--- src/rtl/pdp8l_memcyc_init.sv ---
// pdp8l_memcyc_init: CPU-side memory-cycle initiator for the PDP-8/L memory bus.
// The ARM loads mode/field/address/data through register 1. The block then runs
// one data-break style cycle (read-restore, write or increment) against the
// extended-memory responder and reports the read and written-back words.
`timescale 1ns/1ps

module pdp8l_memcyc_init #(
    parameter logic [7:0]  TMODEF  = 8'd200,
    parameter logic [11:0] VERSION = 12'h001
) (
    input  logic        CLOCK,
    input  logic        RESET,
    input  logic        armwrite,
    input  logic [1:0]  armraddr,
    input  logic [1:0]  armwaddr,
    input  logic [31:0] armwdata,
    output logic [31:0] armrdata,
    output logic        memstart,
    output logic [11:0] memaddr,
    output logic [11:0] memwdat,
    output logic [2:0]  brkfld,
    output logic        _bf_enab,
    input  logic [11:0] memrdat,
    input  logic        _mrdone,
    input  logic        _mwdone
);

    // Bus handshake: memstart is a single-clock pulse that opens a cycle while
    // _bf_enab is low and brkfld/memaddr are stable. The responder answers with
    // an active-low _mrdone pulse (memrdat valid at its falling edge), then later
    // samples memwdat and answers with an active-low _mwdone pulse. A strobe is
    // honoured on its 1->0 edge; the cycle only moves on once the strobe is high
    // again, so one long pulse can never be counted twice.
    typedef enum logic [2:0] {
        S_IDLE  = 3'd0,
        S_START = 3'd1,
        S_WRD   = 3'd2,
        S_WRDH  = 3'd3,
        S_WWR   = 3'd4,
        S_WWRH  = 3'd5
    } state_t;

    state_t      state;
    state_t      state_next;

    logic [1:0]  mode;
    logic [2:0]  field;
    logic [11:0] addr;
    logic [11:0] data;
    logic        tmo;
    logic        done;
    logic        zero;
    logic [11:0] rdat;
    logic [11:0] wdat;
    logic [7:0]  tlim;
    logic [7:0]  tcnt;
    logic        mrdone_q;
    logic        mwdone_q;

    logic        busy;
    logic        mrd_fall;
    logic        mwd_fall;
    logic        waiting;
    logic        tmo_hit;
    logic        do_start;
    logic        do_capture;
    logic        do_done;
    logic        do_tmo;
    logic [11:0] inc_val;
    logic [11:0] new_wdat;
    logic        new_zero;
    logic        unused_bits;

    // Bits 31 and 28:27 of a register-1 write carry no meaning.
    assign unused_bits = &{1'b0, armwdata[31], armwdata[28:27]};

    assign busy     = (state != S_IDLE);
    assign mrd_fall = mrdone_q & ~_mrdone;
    assign mwd_fall = mwdone_q & ~_mwdone;
    assign waiting  = (state == S_WRD) || (state == S_WRDH) ||
                      (state == S_WWR) || (state == S_WWRH);
    // Fires on the edge where the wait counter would reach tlim; tlim = 0 never fires.
    assign tmo_hit  = waiting && (tlim != 8'd0) && (tcnt == tlim - 8'd1);

    // Write-back word for the current mode (mode 3 behaves as read-restore).
    always_comb begin
        inc_val  = memrdat + 12'd1;
        new_wdat = memrdat;
        new_zero = 1'b0;
        case (mode)
            2'd1:    new_wdat = data;
            2'd2: begin
                new_wdat = inc_val;
                new_zero = (inc_val == 12'd0);
            end
            default: new_wdat = memrdat;
        endcase
    end

    // State register.
    always_ff @(posedge CLOCK) begin
        if (!RESET) begin
            state <= S_IDLE;
        end else begin
            state <= state_next;
        end
    end

    // Next-state logic and per-edge action strobes; strobe progress beats timeout.
    always_comb begin
        state_next = state;
        do_start   = 1'b0;
        do_capture = 1'b0;
        do_done    = 1'b0;
        do_tmo     = 1'b0;
        case (state)
            S_IDLE: begin
                if (armwrite && (armwaddr == 2'd1)) begin
                    state_next = S_START;
                    do_start   = 1'b1;
                end
            end
            S_START: state_next = S_WRD;
            S_WRD: begin
                if (mrd_fall) begin
                    state_next = S_WRDH;
                    do_capture = 1'b1;
                end else if (tmo_hit) begin
                    state_next = S_IDLE;
                    do_tmo     = 1'b1;
                end
            end
            S_WRDH: begin
                if (_mrdone) begin
                    state_next = S_WWR;
                end else if (tmo_hit) begin
                    state_next = S_IDLE;
                    do_tmo     = 1'b1;
                end
            end
            S_WWR: begin
                if (mwd_fall) begin
                    state_next = S_WWRH;
                end else if (tmo_hit) begin
                    state_next = S_IDLE;
                    do_tmo     = 1'b1;
                end
            end
            S_WWRH: begin
                if (_mwdone) begin
                    state_next = S_IDLE;
                    do_done    = 1'b1;
                end else if (tmo_hit) begin
                    state_next = S_IDLE;
                    do_tmo     = 1'b1;
                end
            end
            default: state_next = S_IDLE;
        endcase
    end

    // Datapath, bus outputs, status flags, wait counter and strobe edge registers.
    always_ff @(posedge CLOCK) begin
        if (!RESET) begin
            memstart <= 1'b0;
            memaddr  <= 12'd0;
            memwdat  <= 12'd0;
            brkfld   <= 3'd0;
            _bf_enab <= 1'b1;
            mode     <= 2'd0;
            field    <= 3'd0;
            addr     <= 12'd0;
            data     <= 12'd0;
            tmo      <= 1'b0;
            done     <= 1'b0;
            zero     <= 1'b0;
            rdat     <= 12'd0;
            wdat     <= 12'd0;
            tlim     <= TMODEF;
            tcnt     <= 8'd0;
            mrdone_q <= 1'b1;
            mwdone_q <= 1'b1;
        end else begin
            mrdone_q <= _mrdone;
            mwdone_q <= _mwdone;
            memstart <= do_start;

            // Status clear comes first so a same-edge completion still sets done.
            if (armwrite && (armwaddr == 2'd2)) begin
                tmo  <= 1'b0;
                done <= 1'b0;
                zero <= 1'b0;
            end
            if (armwrite && (armwaddr == 2'd3)) begin
                tlim <= armwdata[7:0];
            end

            if (do_start) begin
                mode     <= armwdata[30:29];
                field    <= armwdata[26:24];
                addr     <= armwdata[23:12];
                data     <= armwdata[11:0];
                memaddr  <= armwdata[23:12];
                brkfld   <= armwdata[26:24];
                _bf_enab <= 1'b0;
                tmo      <= 1'b0;
                done     <= 1'b0;
                zero     <= 1'b0;
            end
            // Write-back data is settled right after the read strobe, long
            // before the responder samples it for the restore half.
            if (do_capture) begin
                rdat    <= memrdat;
                wdat    <= new_wdat;
                memwdat <= new_wdat;
                zero    <= new_zero;
            end
            if (do_done) begin
                done     <= 1'b1;
                _bf_enab <= 1'b1;
                brkfld   <= 3'd0;
            end
            if (do_tmo) begin
                tmo      <= 1'b1;
                _bf_enab <= 1'b1;
                brkfld   <= 3'd0;
            end

            if (state_next != state) begin
                tcnt <= 8'd0;
            end else if (waiting) begin
                tcnt <= tcnt + 8'd1;
            end
        end
    end

    // ARM register read mux.
    always_comb begin
        armrdata = 32'd0;
        case (armraddr)
            2'd0:    armrdata = {16'h4D49, 4'h1, VERSION};
            2'd1:    armrdata = {busy, mode, 2'b00, field, addr, data};
            2'd2:    armrdata = {tmo, done, zero, 5'b00000, rdat, wdat};
            default: armrdata = {24'd0, tlim};
        endcase
    end

endmodule

--- config.mk ---
export PLATFORM = sky130hd
export DESIGN_NAME = pdp8l_memcyc_init
export DESIGN_NICKNAME = d
export VERILOG_FILES = /design/src/rtl/pdp8l_memcyc_init.sv
export SDC_FILE = /design/constraint.sdc
export NUM_CORES = 1
export LEC_CHECK = 0
export CORE_MARGIN = 5
export CORE_UTILIZATION = 40
export CTS_BUF_LIST = sky130_fd_sc_hd__clkbuf_4
export CTS_CLUSTER_DIAMETER = 50
export DETAILED_ROUTE_END_ITERATION = 10
export PLACE_DENSITY = 0.66
export RECOVER_POWER = 25
export SLEW_MARGIN = 10
export SYNTH_ARGS = -nofsm -noshare
export SYNTH_HDL_FRONTEND = slang
export SYNTH_SLANG_ARGS = --single-unit
export TNS_END_PERCENT = 20
--- constraint.sdc ---
create_clock -name CLOCK -period 2.5 [get_ports CLOCK]
set_input_delay 0.5 -clock CLOCK [delete_from_list [all_inputs] [get_ports CLOCK]]
set_output_delay 0.5 -clock CLOCK [all_outputs]
set_load 0.1 [all_outputs]
# Yosys cells after proc, flatten, opt, wreduce, memory -nomap -nowiden
# Cells that the tools add are included.
# totals
reg_bits	82
latch_bits	0
ramBits	0
romBits	0
inputBits	53
out_inout_bits	61
wordCells	84
mem_count	0
# op_classes
add_sub_neg	3
n_mul	0
div_mod_pow	0
n_lt_le_gt_ge	0
eq_ne	14
n_shift	0
n_mux	27
bitwise	5
n_reduce_logical	18
# op_table
op	n
one-hot mux 32 bit (3 select lines)	1
one-hot mux 12 bit (2 select lines)	1
2-to-1 mux 3 bit	6
one-hot mux 3 bit (6 select lines)	1
2-to-1 mux 1 bit	17
adder 12 x 1 -> 12 bit (second input constant)	1
zero test 12 bit	1
nonzero test 3 bit	4
adder 8 x 1 -> 8 bit (second input constant)	1
== test 2 bit (second input constant)	4
== test 8 bit	1
nonzero test 8 bit	1
subtractor 8 x 1 -> 8 bit (second input constant)	1
== test 2 x 1 -> 1 bit (second input constant)	3
== test 3 x 2 -> 1 bit (second input constant)	2
== test 3 bit (second input constant)	2
logical AND 1 bit	5
one-hot mux 1 bit (4 select lines)	1
== test 3 x 1 -> 1 bit (second input constant)	1
zero test 3 bit	1
logical OR 1 bit	3
inequality test 3 bit	1
NOT 1 bit	3
OR reduction 3 bit	1
3 further kinds	4

# Logic depth before layout (Yosys ltp)
# Gate-level depths: netlist of run 1.
# logic_depth
ltp_word	11
depth_mapped	10
depth_no_buf	7

# Worst setup path before layout of run 1
# No wires, ideal clock.
# synth_timing
kind	in2out
start	input port armraddr[0]
end	output port armrdata[31]
arrival_time_ns	3.209
required_time_ns	2.000
path_slack_ns	-1.209
path_stages	4
cell_sequence	clkbuf_1 > nor2b_1 > inv_1 > o21ai_0
# synth_via
elab_chain_cells	2
word_cells_on_any_way	4
# synth_lines
element	line	text
start: declaration	14	input logic [1:0] armraddr,
== test 2 bit, or another cell as far along	240	case (armraddr)
one-hot mux 32 bit (3 select lines) *	240	
end: declaration	17	output logic [31:0] armrdata,
# Every way passes the cells marked *; elsewhere a longest branch is shown, timed or not.

# Final worst setup path of run 1
# layout_timing
start	input port armraddr[1]
end	output port armrdata[31]
# The elaborated chain is that of the path after synthesis.

==> results of run 1 <==
registers in the layout, summed over array words and instances (netlist names), 8 cells and up:
name and flops:
rdat 12, wdat 12, data 12, tlim 8, addr 12, tcnt 8
path summary, 6_finish.rpt:
kind          startpoint      endpoint  cells after the start
max          armraddr[1]  armrdata[31]                      7
min             field[0]      field[0]                      2
max reg2reg      tlim[1]     brkfld[2]                      7
min reg2reg     field[0]      field[0]                      2
power by group through the flow:
stage	Combinational [mW]	Clock (mW)	Sequential, mW
5_1_grt	0.808	0.968	1.38
4_1_cts	0.774	0.909	1.38
2_1_floorplan	0.370	0	1.50
3_5_place_dp	0.772	0	1.41
6_report	0.764	0.881	1.38
3_3_place_gp	0.762	0	1.41
what timing repair did:
action                     CTS  global route
setup endpoints to repair   24            32
resized for setup            1             4
buffers inserted             0             0
metrics by stage:
step | area [um2] | instances | hold WS [ns]
4_1_cts | 6360 | 857 | 0.468
5_1_grt | 6300 | 857 | 0.493
2_1_floorplan | 4570 | 591 | 0.432
3_3_place_gp | 6200 | 841 | 0.447
6_report | 6300 | 857 | 0.464
3_5_place_dp | 6200 | 841 | 0.450
worst max-delay path: stages:
cell and delay, ns:
dlygate4sd2_1 0.38, nor2b_1 0.25, buf_4 0.22, nand2_1 0.07, o21ai_1 0.08, buf_4 0.14
buf_12 0.16
kinds of logic after synthesis:
logic type | Yosys count | synth area share (%)
simple gates | 225 | 23.2
compound gates | 176 | 25.6
flops | 82 | 36.1
buf+inv | 70 | 6.88
xor+xnor | 20 | 3.85
mux | 11 | 2.67
fa+ha+maj | 6 | 1.65
other cells | 1 | 0.0825
cell type report:
cell class	count	area [um2]	area share, %
clock buffers	9	67.6	1.07
multi-input cells	439	2620	41.6
clock inverters	7	92.6	1.47
repair buffers	154	1610	25.6
well taps	143	179	2.84
inverters	23	86.3	1.37
flip-flops and latches	82	1640	26.1
cell usage in the layout, fill, tap and decap left out, drive strengths merged, types with 3 or more instances in the layout:
cell type / netlist / final
nand2: 128 / 128
dfxtp: 82 / 82
buf: 11 / 79
a21oi: 68 / 68
clkdlybuf4s50: 0 / 46
clkbuf: 36 / 35
o21ai: 25 / 25
inv: 23 / 23
a22o: 20 / 20
nor2: 20 / 20
nand2b: 17 / 17
xnor2: 11 / 11
a31oi: 11 / 11
nand3: 11 / 11
nand4: 10 / 10
mux2: 9 / 9
xor2: 9 / 9
nor2b: 8 / 8
a311oi: 8 / 8
o211a: 6 / 6
ha: 6 / 6
a21o: 6 / 6
nor3: 5 / 5
nor4: 5 / 5
clkinv: 0 / 5
o31ai: 4 / 4
and3: 4 / 4
o21a: 3 / 3
nand3b: 3 / 3
a32oi: 3 / 3
o221ai: 3 / 3
or3b: 3 / 3
per-layer routing:
layer | track usage [%] | up-vias | share of wire, %
met5 | 0 | - | 0
met4 | 8.94 | 0 | 2.2
met3 | 4.87 | 20 | 7.7
met2 | 33.3 | 177 | 46
met1 | 27.6 | 2252 | 44
li1 | - | 2310 | -
cell usage after synthesis, types with 2 or more instances:
cell type	instances	area (um2)
o31ai_1	3	22.5
a21oi_1	68	340
a22o_1	19	166
nor2b_1	8	50.1
ha_1	6	75.1
buf_6	4	45.0
nor2_1	20	75.1
a31oi_1	11	68.8
dfxtp_1	82	1640
xor2_1	9	78.8
clkbuf_1	35	131
o221ai_1	3	26.3
inv_1	23	86.3
a211oi_1	2	15.0
nor4_1	5	31.3
a22oi_1	2	15.0
o211a_1	6	60.1
mux2_2	9	101
o21a_1	3	22.5
mux2i_1	2	20.0
nor3_1	5	25.0
xnor2_1	11	96.3
nand3_1	11	55.1
a32oi_1	3	26.3
buf_2	5	25.0
o21ai_0	25	125
o22ai_1	2	12.5
or3b_2	2	17.5
nand3b_1	3	22.5
nand2_1	128	480
nand2b_1	17	106
a21o_1	5	37.5
and4b_1	2	20.0
a311oi_1	8	70.1
nand4_1	10	62.6
a41oi_1	2	17.5
and3_1	3	18.8
==> metrics, run 1 <==
Post-synth EDFFs 0; pre-CTS WS -0.0734 ns; clk_lat worst skew 0.44 ns; Pleak 2.48 nW; Die Wd 117 um; WL final 14200 um; sequential share of power roughly 46%; vias per cell 5.55; Cell Area, Synth 4550 um2; CTS buffer count 9; PortBufs 109; H-tree depth 3; final setup vio count 0; Nets 768; I/O pin cnt around 110; initial antenna violation count 0; Synth cell types 66; antenna viol nets, final 0; min setup slack post-route 0.186 ns; P per Cell Area about 480 nW/um2; synthesized area per cell 7.70 um2; P&R area growth vs syn 38.6%; Max clock buf depth 2; DRC 0; number of global-route vias before repair 4673; clock share of power 29.1%; worst clock skew roughly 0.017 ns; CP Capture Type output port; CTS tree done; num rows 39; Synth Flop Type dfxtp_1; sequential share of the synthesized area a little over a third; type of the most critical hold path flop to flop; Root Driver clkbuf_4; CP Class primary input to output port; Slew headroom a little under a quarter; combinational share of power between 20% and 30%; Tmin final between 2 and 2.5 ns; routability cong. around 0.92; First-pass DRT Iterations 5; clock transition at the registers of the reported paths 0.13 ns; die area 13600 um2; max cap viols 0; First DRT Iteration DRCs 327; worst slew pin tran 1.16 ns; WL per Instance ~17 um; Slew Viols, Final 0; switching portion of total power 33.0%; Worst Path Max Fanout 9; clock sink total 82; final hold vios 0; total global routing overflow 0; asr flop ratio synth 0%; ANT cells 0; CORE AREA 11300 um2; first-pass GRT wire length roughly 23000 um; Max VDD drop 252 uV; fin crit share 92.6%; RSZ-0062 raised after global routing false; Gate Count Post-Synth 591; WP data required around 2 ns; Design Power 3.02 mW; Die Y 117 um; NetSw 0.999 mW; largest net degree at the start of global routing 44; Synth Warn # 0; Total GRT Usage 21.0%; P_int between 2 and 2.5 mW; r2r setup slk about 0.22 ns; status completed; Crit path arrival time 1.81 ns; dpl hpwl 10800 um; fmax 432 MHz; CTS Hold Bufs 0; Starting Density 40.3%; fin util 55.9%; total negative slack 0 ns; Yosys reg bits 82; via count roughly 4800; # fillers 1082; Synth Net Count 650; crit start category primary input; fraction of layout cells with a size suffix above 1 20.9%
No activity file was read; power rests on OpenSTA's default activity.
==> run 2: changes to the inputs <==
Settings changed: CTS_CLUSTER_SIZE set to 40, SKIP_LAST_GASP set to 1.
==> results of run 2 <==
No change in the layout: final DEF, timing and power equal those of run 1.
==> run 3: changes to the inputs <==
Settings changed: MAX_ROUTING_LAYER set to met4.
==> run 3 against run 2 <==
Compared with the run above:
- combinational power about the same
- highest routed layer unchanged
- wire length grew 1.5%
- cell area rose by 0.66%
- sequential share of layout area decreased by 0.17 points
- first-iteration DRC count increased by 1.5%
- largest cell class unchanged
- critical endpoint is now state[0]
- largest power group unchanged
==> metrics, run 3 (same netlist as run 1, synthesis figures left out) <==
status completed; clock transition at the registers of the reported paths 0.13 ns; Crit path arrival time 2.72 ns; Max VDD drop 315 uV; RR Startpoint tlim[1]; most frequent cells in the layout 128 x nand2_1, 81 x dfxtp_1, 67 x a21oi_1; WL per Instance 16.9 um; r2r setup slk 0.13 ns; WL final 14400 um; CP Buf/Inv Count 1; ANT cells 0; CP max-delay cell dfxtp_1; r2r endpoint state[0]; switching portion of total power a little under a third; Post-CTS Repair Setup Buffers 0; first-pass GRT wire length 22800 um; clock sink total 82; clk_lat worst skew 0.45 ns; type of the most critical hold path flop to flop; CTS tree done; clock share of power 33.0%; fin util 56.3%; PortBufs 109; dpl cells 841; crit path cell chain inv_1, ha_1, xnor2_1, and4b_1, a41oi_1, nand2_1, a311oi_1; # fillers 1066; min setup slack post-route 0.135 ns; most common cell after layout, fill and taps aside nand2_1; final setup vio count 0; WHS 0.464 ns; Slew Viols, Final 0; P&R area growth vs syn 39.5%; Post-Layout Cell Count 857; largest net degree at the start of global routing 35; Die Wd 117 um; CP Capture Type flop; CORE AREA 11300 um2; Max clock buf depth 2; Nets 768; I/O pin cnt 114; CP Class flop to flop; P per Cell Area 505 nW/um2; initial antenna violation count 0; r2r worst-path depth 7; H-tree depth 3; Die Y 117 um; max cap viols 0; cell family with most CP delay compound AO/OA/AOI/OAI gates; final hold vios 0; DRC 0; fmax 423 MHz; WP data required 2.85 ns; sequential share of power 43.0%; total global routing overflow 0; antenna viol nets, final 0; worst clock skew 0.0122 ns; Tmin final about 2.4 ns; Starting Density between 40% and 50%; number of global-route vias before repair 4526; First DRT Iteration DRCs 332; Worst Path Max Fanout 12; CTS buffer count 9; P_int 2.22 mW; Pleak 2.50 nW; NetSw 0.986 mW; crit start category flop; Worst Hold Launch field[0]; Total GRT Usage 21.9%; dpl hpwl 10800 um; via count 4731; fraction of layout cells with a size suffix above 1 20.4%; combinational share of power between 20% and 30%; RSZ-0062 raised after global routing true; Slew headroom 23.1%; fin crit share 94.6%; Root Driver clkbuf_4; slowest cell delay on critical path about 0.5 ns; die area approximately 14000 um2; First-pass DRT Iterations 5; routability cong. 0.922; pre-CTS WS -0.0679 ns; vias per cell 5.52; Hold Path Depth 2; num rows 39; WHS Endpoint field[0]; worst slew pin tran around 1.2 ns
==> run 3: cell types whose count changed in the layout (fill, tap and decap cells not counted) <==
cell,before,now
nand2_2,1,0
clkinv_2,3,0
nand2_1,127,128
nor2b_2,0,1
clkbuf_2,24,23
bufinv_16,2,4
inv_6,1,0
buf_4,47,48
clkinv_4,1,0
clkinv_1,1,4
nor2b_1,8,7
==> run 3: through the flow <==
stage | instance area [um2] | power (mW) | setup TNS (ns)
global route | 6340 | 3.33 | -0.0126
global placement | 6200 | 2.17 | -0.558
floorplan | 4570 | 1.87 | -3.14
CTS | 6400 | 3.23 | 0
detailed placement | 6200 | 2.18 | -0.747
finish | 6340 | 3.20 | 0
==> run 3: timing repair <==
action | in CTS | in global routing
hold buffers | 0 | 0
gates resized for setup | 2 | 3
endpoints found under the setup margin | 21 | 20
==> run 3: cell type report <==
class	instances	area, um2	area share [%]
inverters	23	86.3	1.36
clock inverters	7	131	2.07
flip-flops and latches	82	1640	25.9
repair buffers	154	1620	25.5
well taps	143	179	2.82
multi-input cells	439	2620	41.3
clock buffers	9	67.6	1.06
==> run 3: worst max-delay path by stage <==
stage	endpoint	depth (start not counted)	slack, ns	startpoint
after floorplan	armrdata[16]	2	-0.57	addr[4]
after global placement	armrdata[31]	7	-0.05	armraddr[1]
after detailed placement	armrdata[31]	7	-0.07	armraddr[1]
after CTS	armrdata[21]	5	0.02	armraddr[0]
after global routing	state[0]	7	-0.01	tlim[1]
final	state[0]	7	0.13	tlim[1]
==> run 3: power groups by stage <==
stage | Sequential [mW] | Combinational (mW) | Clock [mW]
global placement | 1.41 | 0.763 | 0
global route | 1.38 | 0.809 | 1.13
floorplan | 1.50 | 0.370 | 0
CTS | 1.38 | 0.773 | 1.08
finish | 1.38 | 0.767 | 1.06
detailed placement | 1.41 | 0.771 | 0
==> run 3: worst min-delay path: stages, from the launching register on <==
cell,delay [ns]
dfxtp_1,0.33
nand2_1,0.05
a21oi_1,0.05
==> run 3: metal layers <==
layer  wire length [um]  global-route usage, %  up-vias
li1                   -                      -     2310
met1               6270                   28.6     2196
met2               6770                   34.2      210
met3               1160                   3.73       15
met4                237                   7.57        0
met5                  0                      -        -
